### src/rtl/edge_pkg.sv
// Shared types and default parameter values for the multi-channel edge detector.
package edge_pkg;

  typedef enum logic [1:0] {
    EDGE_OFF  = 2'b00,
    EDGE_RISE = 2'b01,
    EDGE_FALL = 2'b10,
    EDGE_BOTH = 2'b11
  } edge_mode_e;

  localparam int unsigned NUM_CH_DEF      = 2;
  localparam int unsigned SYNC_STAGES_DEF = 2;
  localparam int unsigned FILTER_LEN_DEF  = 2;
  localparam int unsigned IDLE_CYCLES_DEF = 8;

  function automatic logic rise_en(input edge_mode_e m);
    return (m == EDGE_RISE) || (m == EDGE_BOTH);
  endfunction

  function automatic logic fall_en(input edge_mode_e m);
    return (m == EDGE_FALL) || (m == EDGE_BOTH);
  endfunction

endpackage

### src/rtl/edge_chan.sv
// One channel: synchronizer chain, persistence filter, masked edge pulses and
// idle timer.
module edge_chan
  import edge_pkg::*;
#(
  parameter int unsigned SYNC_STAGES = SYNC_STAGES_DEF,
  parameter int unsigned FILTER_LEN  = FILTER_LEN_DEF,
  parameter int unsigned IDLE_CYCLES = IDLE_CYCLES_DEF,
  parameter logic        RST_VAL     = 1'b1
) (
  input  logic       clk,
  input  logic       n_rst,
  input  logic       d_in,
  input  logic [1:0] mode,
  input  logic       clear,
  output logic       d_filt,
  output logic       d_rise,
  output logic       d_fall,
  output logic       idle
);

  localparam int unsigned FW = $clog2(FILTER_LEN + 1);
  localparam int unsigned IW = $clog2(IDLE_CYCLES + 1);
  localparam logic [FW-1:0] FILT_LAST = FW'(FILTER_LEN - 1);
  localparam logic [IW-1:0] IDLE_MAX  = IW'(IDLE_CYCLES);

  logic [SYNC_STAGES-1:0] sync_q;
  logic [FW-1:0]          fcnt_q, fcnt_d;
  logic [IW-1:0]          icnt_q, icnt_d;
  logic                   filt_q, filt_d;
  logic                   rise_q, rise_d;
  logic                   fall_q, fall_d;
  logic                   idle_q, idle_d;
  logic                   sync_out;
  logic                   accept;
  edge_mode_e             mode_e;

  always_comb begin
    mode_e   = edge_mode_e'(mode);
    sync_out = sync_q[SYNC_STAGES-1];
    accept   = (sync_out != filt_q) && (fcnt_q == FILT_LAST);
    filt_d   = accept ? sync_out : filt_q;

    // clear only resets counting; an acceptance on the same edge still lands
    if ((sync_out == filt_q) || accept || clear) fcnt_d = '0;
    else                                         fcnt_d = fcnt_q + FW'(1);

    rise_d = accept &&  sync_out && rise_en(mode_e);
    fall_d = accept && !sync_out && fall_en(mode_e);

    if (accept || clear)         icnt_d = '0;
    else if (icnt_q != IDLE_MAX) icnt_d = icnt_q + IW'(1);
    else                         icnt_d = icnt_q;
    idle_d = (icnt_d == IDLE_MAX);
  end

  always_ff @(posedge clk or negedge n_rst) begin
    if (!n_rst) begin
      sync_q <= {SYNC_STAGES{RST_VAL}};
      filt_q <= RST_VAL;
      fcnt_q <= '0;
      icnt_q <= '0;
      rise_q <= 1'b0;
      fall_q <= 1'b0;
      idle_q <= 1'b0;
    end else begin
      sync_q <= {sync_q[SYNC_STAGES-2:0], d_in};
      filt_q <= filt_d;
      fcnt_q <= fcnt_d;
      icnt_q <= icnt_d;
      rise_q <= rise_d;
      fall_q <= fall_d;
      idle_q <= idle_d;
    end
  end

  assign d_filt = filt_q;
  assign d_rise = rise_q;
  assign d_fall = fall_q;
  assign idle   = idle_q;

endmodule

### src/rtl/edge_detect_multi.sv
// Multi-channel synchronized, glitch-filtered edge detector with per-channel
// edge select and idle indication.
module edge_detect_multi
  import edge_pkg::*;
#(
  parameter int unsigned       NUM_CH      = NUM_CH_DEF,
  parameter int unsigned       SYNC_STAGES = SYNC_STAGES_DEF,
  parameter int unsigned       FILTER_LEN  = FILTER_LEN_DEF,
  parameter int unsigned       IDLE_CYCLES = IDLE_CYCLES_DEF,
  parameter logic [NUM_CH-1:0] RST_VAL     = '1
) (
  input  logic                  clk,
  input  logic                  n_rst,
  input  logic [NUM_CH-1:0]     d_in,
  input  logic [2*NUM_CH-1:0]   mode,
  input  logic                  clear,
  output logic [NUM_CH-1:0]     d_filt,
  output logic [NUM_CH-1:0]     d_rise,
  output logic [NUM_CH-1:0]     d_fall,
  output logic [NUM_CH-1:0]     d_edge,
  output logic [NUM_CH-1:0]     idle,
  output logic                  any_edge
);

  for (genvar i = 0; i < NUM_CH; i++) begin : g_chan
    edge_chan #(
      .SYNC_STAGES (SYNC_STAGES),
      .FILTER_LEN  (FILTER_LEN),
      .IDLE_CYCLES (IDLE_CYCLES),
      .RST_VAL     (RST_VAL[i])
    ) u_chan (
      .clk    (clk),
      .n_rst  (n_rst),
      .d_in   (d_in[i]),
      .mode   (mode[2*i +: 2]),
      .clear  (clear),
      .d_filt (d_filt[i]),
      .d_rise (d_rise[i]),
      .d_fall (d_fall[i]),
      .idle   (idle[i])
    );
  end

  // Derived from registered pulses only, so nothing here is combinational from d_in
  always_comb begin
    d_edge   = d_rise | d_fall;
    any_edge = |d_edge;
  end

endmodule

### config.mk
export PLATFORM = sky130hd
export DESIGN_NAME = edge_detect_multi
export DESIGN_NICKNAME = d
export VERILOG_FILES = /design/src/rtl/edge_pkg.sv /design/src/rtl/edge_chan.sv /design/src/rtl/edge_detect_multi.sv
export SDC_FILE = /design/constraint.sdc
export NUM_CORES = 1
export LEC_CHECK = 0
export ABC_AREA = 1
export CAP_MARGIN = 20
export CORE_ASPECT_RATIO = 0.5
export CORE_MARGIN = 3
export CORE_UTILIZATION = 35
export CTS_CLUSTER_SIZE = 12
export DETAILED_ROUTE_END_ITERATION = 8
export PLACE_DENSITY_LB_ADDON = 0.2
export SYNTH_ARGS = -nofsm -noshare
export SYNTH_HDL_FRONTEND = slang
export SYNTH_SLANG_ARGS = --single-unit
### constraint.sdc
create_clock -name clk -period 1.1 [get_ports clk]
set_clock_uncertainty 0.05 [all_clocks]
set_input_delay 0.11 -clock clk [delete_from_list [all_inputs] [get_ports clk]]
set_output_delay 0.11 -clock clk [all_outputs]
set_load 0.05 [all_outputs]
* After elaboration in Yosys (flattened, before gate mapping) *
Cells that the tools add are included.

storage, ports and cells
  logic and storage cells = 64
  output and inout port bits = 11
  register bits = 24
  input port bits = 9

operators by class
  equal/unequal tests = 16
  $add $sub $neg = 4
  multiplexer cells = 6
  reduce and logical (&&, ||, !) cells = 23
  bitwise operators = 1

operators with widths
  operator                                                          number
  4-bit two-way mux                                                 4
  1-bit logical AND                                                 10
  1-bit logical OR                                                  10
  4-bit by 1-bit adder with 4-bit output (second input constant)    2
  2-bit by 1-bit == test with 1-bit output (second input constant)  4
  2-bit == test (second input constant)                             4
  4-bit == test (second input constant)                             2
  4-bit inequality test (second input constant)                     2
  2-bit by 1-bit adder with 2-bit output (second input constant)    2
  2-bit two-way mux                                                 2
  1-bit == test                                                     2
  1-bit logical NOT                                                 2
  1-bit inequality test                                             2
  2-bit bitwise OR                                                  1
  2-bit OR reduction                                                1

* Depth between registers and ports, before layout *
Gate-level depths: netlist (run 1).

  depth in word-level cells = 5
  depth in mapped cells = 8
  gate-level depth less buffers = 8

* Hierarchy *
A second synthesis (run 1) with hierarchy kept.

second synthesis, totals
  cells, all modules = 125
  area, all modules = 1089.8 um^2

modules (own cells, without submodules)
  module             cells an instance  area an instance (um^2)  times used  seq. area each (um^2)
  edge_chan          60                 535.5                    2           304.0
  edge_detect_multi  5                  18.8                     1           0.0

* Worst setup path before layout (run 1) *
Ideal clock, no wire load.

  path type = reg2reg
  from = reg g_chan[0].u_chan.icnt_q[0]
  to = reg g_chan[0].u_chan.idle_q
  setup slack = -0.083 ns
  cell stages (with the launch flop) = 7
  path buffers = 0
  setup time = 0.115 ns
  data arrival time = 1.018 ns
  cell sequence = dfrtp_1 > ha_1 > or2_0 > nand2_1 > nand3_2 > nand2_1 > nor2_1

on the way
  word-level cells in the longest chain between the ends = 4
  elaborated cells on any way between the ends = 5

ends and longest elaborated chain
  item                                                                                    RTL line         source
  start: declaration                                                                      edge_chan.sv:29  logic [IW-1:0] icnt_q, icnt_d;
  start signal: assignment                                                                edge_chan.sv:70  icnt_q <= icnt_d;
  4-bit by 1-bit adder with 4-bit output / 4-bit inequality test (equally long branches)  edge_chan.sv:52  else if (icnt_q != IDLE_MAX) icnt_d = icnt_q + IW'(1);
  4-bit two-way mux (*)                                                                   edge_chan.sv:52
  4-bit two-way mux (*)                                                                   edge_chan.sv:51  if (accept || clear) icnt_d = '0;
  4-bit == test (*)                                                                       edge_chan.sv:54  idle_d = (icnt_d == IDLE_MAX);
  via g_chan[0].u_chan.idle_d                                                             edge_chan.sv:33  logic idle_q, idle_d;
  end signal: assignment                                                                  edge_chan.sv:73  idle_q <= idle_d;
  end: declaration                                                                        edge_chan.sv:33

Mark *: on every way through the listed nets, which the timed path passes. The rest lies on a longest branch.
A chain may end at the register's enable or synchronous reset.

* Worst setup path after layout (run 1) *
  from = reg g_chan[1].u_chan.rise_q
  to = out any_edge

on the way
  word-level cells in the longest chain between the ends = 2

ends and longest elaborated chain
  item                      RTL line                 source
  start: declaration        edge_chan.sv:31          logic rise_q, rise_d;
  start signal: assignment  edge_chan.sv:71          rise_q <= rise_d;
  2-bit bitwise OR          edge_detect_multi.sv:46  d_edge = d_rise | d_fall;
  2-bit OR reduction        edge_detect_multi.sv:47  any_edge = |d_edge;
  end: declaration          edge_detect_multi.sv:22  output logic any_edge

No other way between the ends.

==> impl_metrics.py, run 1 <==
metrics = {
    "worst_setup_path": {
        "crit_required_ns": 0.94,
        "cp-end-kind": "output port",
        "crit_type": "reg -> out",
        "cp-start-kind": "register",
        "path_max_fanout": 2,
        "cp.arrival_ns": 1.07,
    },
    "timing": {
        "finalMaxSlewViolations": 0,
        "finalCritPeriodShare": 1.12,
        "worst_pin_slew_ns": 0.294,
        "slew_headroom": 0.804,
        "setup_viol": 22,
        "max_freq_mhz": 811,
        "min_period_ns": 1.23,
        "layout_setup_ws_ns": -0.133,
        "whs_ns": 0.133,
        "fin_setup_tns_ns": -1.24,
        "rsz0062_at_grt": "true",
        "hold_viol": 0,
    },
    "global_route": {
        "grt_remaining_overflow": 0,
        "track_usage": 0.115,
        "grt_pass1_wl_um": 3640,
        "antenna_found_initial": 0,
        "grt_pass1_vias": 863,
        "grt_start_max_net_pins": 25,
    },
    "layout": {
        "num_antenna_cells": 0,
        "fillers": 246,
        "multi_input_area_um2": 556,
        "final_nets": 190,
        "seqCellArea_um2": 609,
        "synthToLayoutAreaGrowth_pct": 63.2,
        "layout-drive-gt1-share": 0.546,
    },
    "pwr": {
        "power.density_nw_per_um2": 1680,
        "leakagePower_nw": 0.900,
        "peakVddDrop_uv": 822,
    },
    "logic_synthesis": {
        "synthFlopType": "dfrtp_1",
        "yosys.area.top_type_share": 0.388,
        "async_flop_share": 1.00,
        "yosys_register_bits": 24,
        "synth-edff-count": 0,
        "avgSynthCellArea_um2": 8.66,
        "netlist_area_um2": 1160,
        "postSynthCellCount": 134,
        "yosysSeqAreaShare": 0.524,
        "synth.distinct_cells": 14,
        "synthesis.nets": 149,
        "yosys.area.top_type": "dfrtp_1",
        "synth.area.top_cells": "dfrtp_1, dfstp_2, inv_1, nand2_1, ha_1",
        "ys_warn_count": 0,
    },
    "status": {
        "outcome": "finished with violations",
        "violations": "negative setup slack",
    },
    "clocking": {
        "clkLatencyLatePin_ns": 0.26,
        "cts_tree": "done",
        "cts_made_buffers": 3,
        "htreeDepth": 1,
        "clk_pin_slew_ns": 0.08,
        "ctsRootBufferMaster": "clkbuf_8",
        "cts_buffer_depth": 2,
        "cts.sinks": 24,
        "hold_buffers": 0,
    },
    "drt": {
        "ant_nets": 0,
        "drt_iter0_drc": 12,
        "wire_per_inst_um": 11.1,
        "routed_wl_um": 2370,
        "viasPerCell": 4.39,
        "drt_first_pass_iters": 3,
        "vias": 939,
        "drc": 0,
    },
    "floorplanning": {
        "core.rowCount": 14,
        "core_um2": 3080,
        "io_pins": 20,
        "initial_core_util": 0.376,
        "chipHeight_um": 46.7,
        "die_x_um": 87.4,
        "die_area_um2": 4080,
    },
    "place": {
        "io_buffers": 19,
        "gp_congestion": 0.736,
        "hpwl_um": 1540,
    },
    "flow_run": {
        "maxCapViolCount": 0,
    },
    "min_path": {
        "hp-class": "in -> async",
    },
}
-- cells in the final DEF, fill, tap and decap left out, drive strengths merged, types with 5 or more instances in the layout --
cell | Yosys | final
buf | 8 | 36
clkdlybuf4s50 | 0 | 8
dfrtp | 18 | 18
dfstp | 6 | 6
ha | 6 | 6
inv | 28 | 28
nand2 | 28 | 28
nand3 | 11 | 11
nand4 | 5 | 5
nor2 | 17 | 17
-- flip-flops by register name, indices dropped and copies added, names as in the netlist --
name and count:
g_chan.u_chan.icnt_q 8, g_chan.u_chan.d_filt 2, g_chan.u_chan.fcnt_q 4, g_chan.u_chan.d_fall 2, g_chan.u_chan.idle 2, g_chan.u_chan.d_rise 2
g_chan.u_chan.sync_q 4
-- Yosys cell counts, types with 3 or more instances --
cell and n:
nand3_2 3, a21oi_1 3, nand4_1 5, o21ai_0 3
dfrtp_1 18, buf_4 8, inv_1 28, nor2_1 17
dfstp_2 6, nand2_1 26, nand3_1 8, ha_1 6
-- final timing paths --
path / startpoint / endpoint / slack (ns) / cells past startpoint
min reg2reg: g_chan[1].u_chan.sync_q[0]$_DFF_PN1_ / g_chan[1].u_chan.sync_q[1]$_DFF_PN1_ / 0.30 / 0
min: n_rst / g_chan[1].u_chan.icnt_q[1]$_DFF_PN0_ / 0.13 / 2
max in group asynchronous: n_rst / g_chan[1].u_chan.sync_q[0]$_DFF_PN1_ / 0.64 / 2
min in group clk: d_in[0] / g_chan[0].u_chan.sync_q[0]$_DFF_PN1_ / 0.20 / 1
max reg2reg: g_chan[0].u_chan.icnt_q[0]$_DFF_PN0_ / g_chan[0].u_chan.idle$_DFF_PN0_ / -0.12 / 7
max: g_chan[1].u_chan.d_rise$_DFF_PN0_ / any_edge / -0.13 / 3
-- kinds of logic after synthesis --
group | Yosys count | share of synthesized area
AOI/OAI and AO/OA | 6 | 0.0259
and+or+nand+nor | 62 | 0.243
DFF | 24 | 0.524
adders and majority gates | 6 | 0.0647
buffers and inverters | 36 | 0.142
-- where the power goes --
part	switching (mW)	internal [mW]
sequential	0.127	1.04
combinational	0.756	0.743
clock	0.263	0.258
-- routing by layer --
| layer | vias up | track usage | routed length, um | share of wire |
|---|---|---|---|---|
| met4 | 0 | 0.0183 | 17 | 0.0072 |
| met2 | 4 | 0.210 | 1200 | 0.51 |
| met3 | 2 | 0.0268 | 32 | 0.014 |
| met5 | - | 0 | 0 | 0 |
| li1 | 481 | - | - | - |
| met1 | 452 | 0.146 | 1120 | 0.47 |
-- cell type report --
class | count | share of cell area
Tap cell | 40 | 0.0264
Multi-Input combinational cell | 74 | 0.293
Clock buffer | 4 | 0.0238
Inverter | 28 | 0.0582
Timing Repair Buffer | 44 | 0.276
Sequential cell | 24 | 0.322
-- critical path, stage by stage, from the launching register on --
cell	delay [ns]
dfrtp_1	0.41
inv_2	0.07
nand4_1	0.14
buf_12	0.18
-- what timing repair did --
| action | in CTS | in global routing |
|---|---|---|
| setup buffers | 8 | 7 |
| setup endpoints to repair | 18 | 28 |
| pin swaps | 9 | 12 |
| gates resized for setup | 27 | 36 |
-- through the flow --
step	total power [mW]	setup WS (ns)	utilization	instances	cell area [um2]
6_report	3.18	-0.133	0.614	214	1890
5_1_grt	3.37	-0.189	0.614	214	1890
4_1_cts	2.98	-0.148	0.562	209	1730
3_5_place_dp	2.24	-0.118	0.508	197	1570
3_3_place_gp	2.23	-0.0994	0.508	197	1570
2_1_floorplan	1.76	-0.0451	-	134	1170
Note: power is estimated with default switching activity, not from simulation.
==> inputs of run 2 (changes only) <==
CORE_ASPECT_RATIO = not set   (was 0.5)
CORE_UTILIZATION = 46   (was 35)
==> impl_metrics.py, run 2 (synthesis gave the netlist of run 1 again) <==
metrics = {
    "worst_setup_path": {
        "rrSetupSlack_ns": -0.19,
        "crit_required_ns": 0.94,
        "r2r_end": "g_chan[0].u_chan.idle$_DFF_PN0_",
        "cp.depth": 2,
        "cp-startpoint": "g_chan[0].u_chan.d_filt$_DFFE_PN1P_",
        "crit_type": "reg -> out",
        "cp-start-kind": "register",
        "r2r_cells": 7,
        "path_max_fanout": 3,
        "cp-endpoint": "d_filt[0]",
        "cp-end-kind": "output port",
        "cp_num_buf_inv": 2,
        "critical_path.top_delay_family": "flip-flops",
        "crit_chain": "buf_6 > buf_12",
        "cp.arrival_ns": 1.17,
        "slowest_delay_ns": 0.62,
        "cpMaxStageDelayCell": "dfstp_2",
        "rr_startpoint": "g_chan[0].u_chan.sync_q[1]$_DFF_PN1_",
    },
    "floorplanning": {
        "initial_core_util": 0.505,
        "die_x_um": 56.2,
        "core.rowCount": 17,
        "die_area_um2": 3160,
        "chipHeight_um": 56.2,
        "io_pins": 20,
        "core_um2": 2300,
    },
    "pwr": {
        "peakVddDrop_uv": 1350,
        "pwr-share-comb": 0.494,
        "p_int_mw": 2.03,
        "p_switching_mw": 1.23,
        "pwr-share-seq": 0.360,
        "leakagePower_nw": 0.906,
        "power.density_nw_per_um2": 1720,
        "switching_share": 0.377,
        "clkPwrFrac": 0.146,
        "p_total_mw": 3.25,
    },
    "global_route": {
        "track_usage": 0.164,
        "antenna_found_initial": 0,
        "grt_start_max_net_pins": 25,
        "grt_remaining_overflow": 0,
        "grt_pass1_vias": 998,
        "grt_pass1_wl_um": 4150,
    },
    "place": {
        "dp_cells": 185,
        "gp_congestion": 0.749,
        "hpwl_um": 1600,
        "post_dp_cell_area_um2": 1550,
        "io_buffers": 19,
    },
    "clocking": {
        "ctsRootBufferMaster": "clkbuf_4",
        "cts_made_buffers": 3,
        "clkLatencyLatePin_ns": 0.31,
        "cts_tree": "done",
        "cts.sinks": 24,
        "htreeDepth": 1,
        "cts_buffer_depth": 2,
        "clk_pin_slew_ns": 0.14,
        "hold_buffers": 0,
    },
    "status": {
        "violations": "negative setup slack",
        "outcome": "finished with violations",
    },
    "min_path": {
        "hp-class": "in -> async",
    },
    "drt": {
        "viasPerCell": 4.90,
        "routed_wl_um": 2610,
        "wire_per_inst_um": 12.9,
        "drt_iter0_drc": 26,
        "drt_first_pass_iters": 4,
        "drc": 0,
        "ant_nets": 0,
        "vias": 990,
    },
    "timing": {
        "min_period_ns": 1.33,
        "setup_viol": 28,
        "rsz0062_at_grt": "true",
        "hold_viol": 0,
        "layout_setup_ws_ns": -0.233,
        "worst_pin_slew_ns": 0.327,
        "finalMaxSlewViolations": 0,
        "finalCritPeriodShare": 1.21,
        "slew_headroom": 0.782,
        "max_freq_mhz": 750,
        "whs_ns": 0.0729,
    },
    "layout": {
        "layout_common_cells": "dfrtp_1, buf_4, inv_1",
        "top_regs": "g_chan.u_chan.icnt_q (8), g_chan.u_chan.fcnt_q (4), g_chan.u_chan.sync_q (4)",
        "largest_reg_flops": 8,
        "fin_area_um2": 1890,
        "num_antenna_cells": 0,
        "multi_input_area_um2": 581,
        "final_nets": 190,
        "top_register": "g_chan.u_chan.icnt_q",
        "final_core_util": 0.824,
        "seqCellArea_um2": 608,
        "synthToLayoutAreaGrowth_pct": 63.2,
        "fillers": 115,
        "fin_cells": 202,
        "layout-drive-gt1-share": 0.575,
    },
    "flow_run": {
        "maxCapViolCount": 0,
    },
}
## run 2: worst register-to-register path, cell delays in order, from the launching register on
cell	delay (ns)
dfstp_2	0.61
inv_1	0.08
nand2_4	0.08
nand3_4	0.12
nand2_4	0.12
inv_1	0.04
nand3_1	0.05
nor2_1	0.05
## run 2: cell type report
| class | instances | area share |
|---|---|---|
| inverter | 28 | 0.0582 |
| multi-input combinational | 74 | 0.307 |
| clock buffer | 4 | 0.0192 |
| sequential | 24 | 0.321 |
| tap | 28 | 0.0185 |
| timing repair buffer | 44 | 0.276 |
## run 2: power by group through the flow
stage               logic [mW]  registers, mW  clock network [mW]
global route              1.72           1.19               0.509
detailed placement        1.10           1.15                   0
global placement          1.06           1.14                   0
floorplan                0.634           1.13                   0
finish                    1.61           1.17               0.475
CTS                       1.41           1.15               0.469
## run 2: how the worst min path moves through the flow
| stage | from | end | slack, ns |
|---|---|---|---|
| finish | n_rst | g_chan[1].u_chan.icnt_q[3]$_DFF_PN0_ | 0.07 |
| global route | n_rst | g_chan[0].u_chan.d_rise$_DFF_PN0_ | 0.07 |
| CTS | n_rst | g_chan[1].u_chan.icnt_q[2]$_DFF_PN0_ | 0.08 |
| detailed placement | g_chan[1].u_chan.sync_q[0]$_DFF_PN1_ | g_chan[1].u_chan.sync_q[1]$_DFF_PN1_ | 0.30 |
| global placement | g_chan[1].u_chan.sync_q[0]$_DFF_PN1_ | g_chan[1].u_chan.sync_q[1]$_DFF_PN1_ | 0.30 |
| floorplan | n_rst | g_chan[0].u_chan.d_fall$_DFF_PN0_ | -0.24 |
## run 2: repair_timing
item	in CTS	in global routing
endpoints found under the hold margin	0	0
resized for setup	35	34
gates cloned	0	0
endpoints found under the setup margin	21	29
pin swaps	15	14
buffers inserted	10	5
## run 2: layer usage
metal	GRT usage	wire length, um	vias up
li1	-	-	480
met1	0.182	1070	482
met2	0.299	1410	26
met3	0.0348	116	2
met4	0.0644	10	0
met5	0	0	-
## run 2: metrics by stage
stage	setup TNS, ns	worst slack [ns]
after floorplan	-0.0899	-0.0451
after global placement	-0.194	-0.0940
after detailed placement	-0.710	-0.146
after CTS	-1.78	-0.246
after global routing	-4.02	-0.275
final	-2.81	-0.233
==> inputs of run 3 (changes only) <==
CTS_CLUSTER_DIAMETER = 80   (was not set)
==> results of run 3 <==
The final DEF is identical to that of run 2; final timing and power are the same.
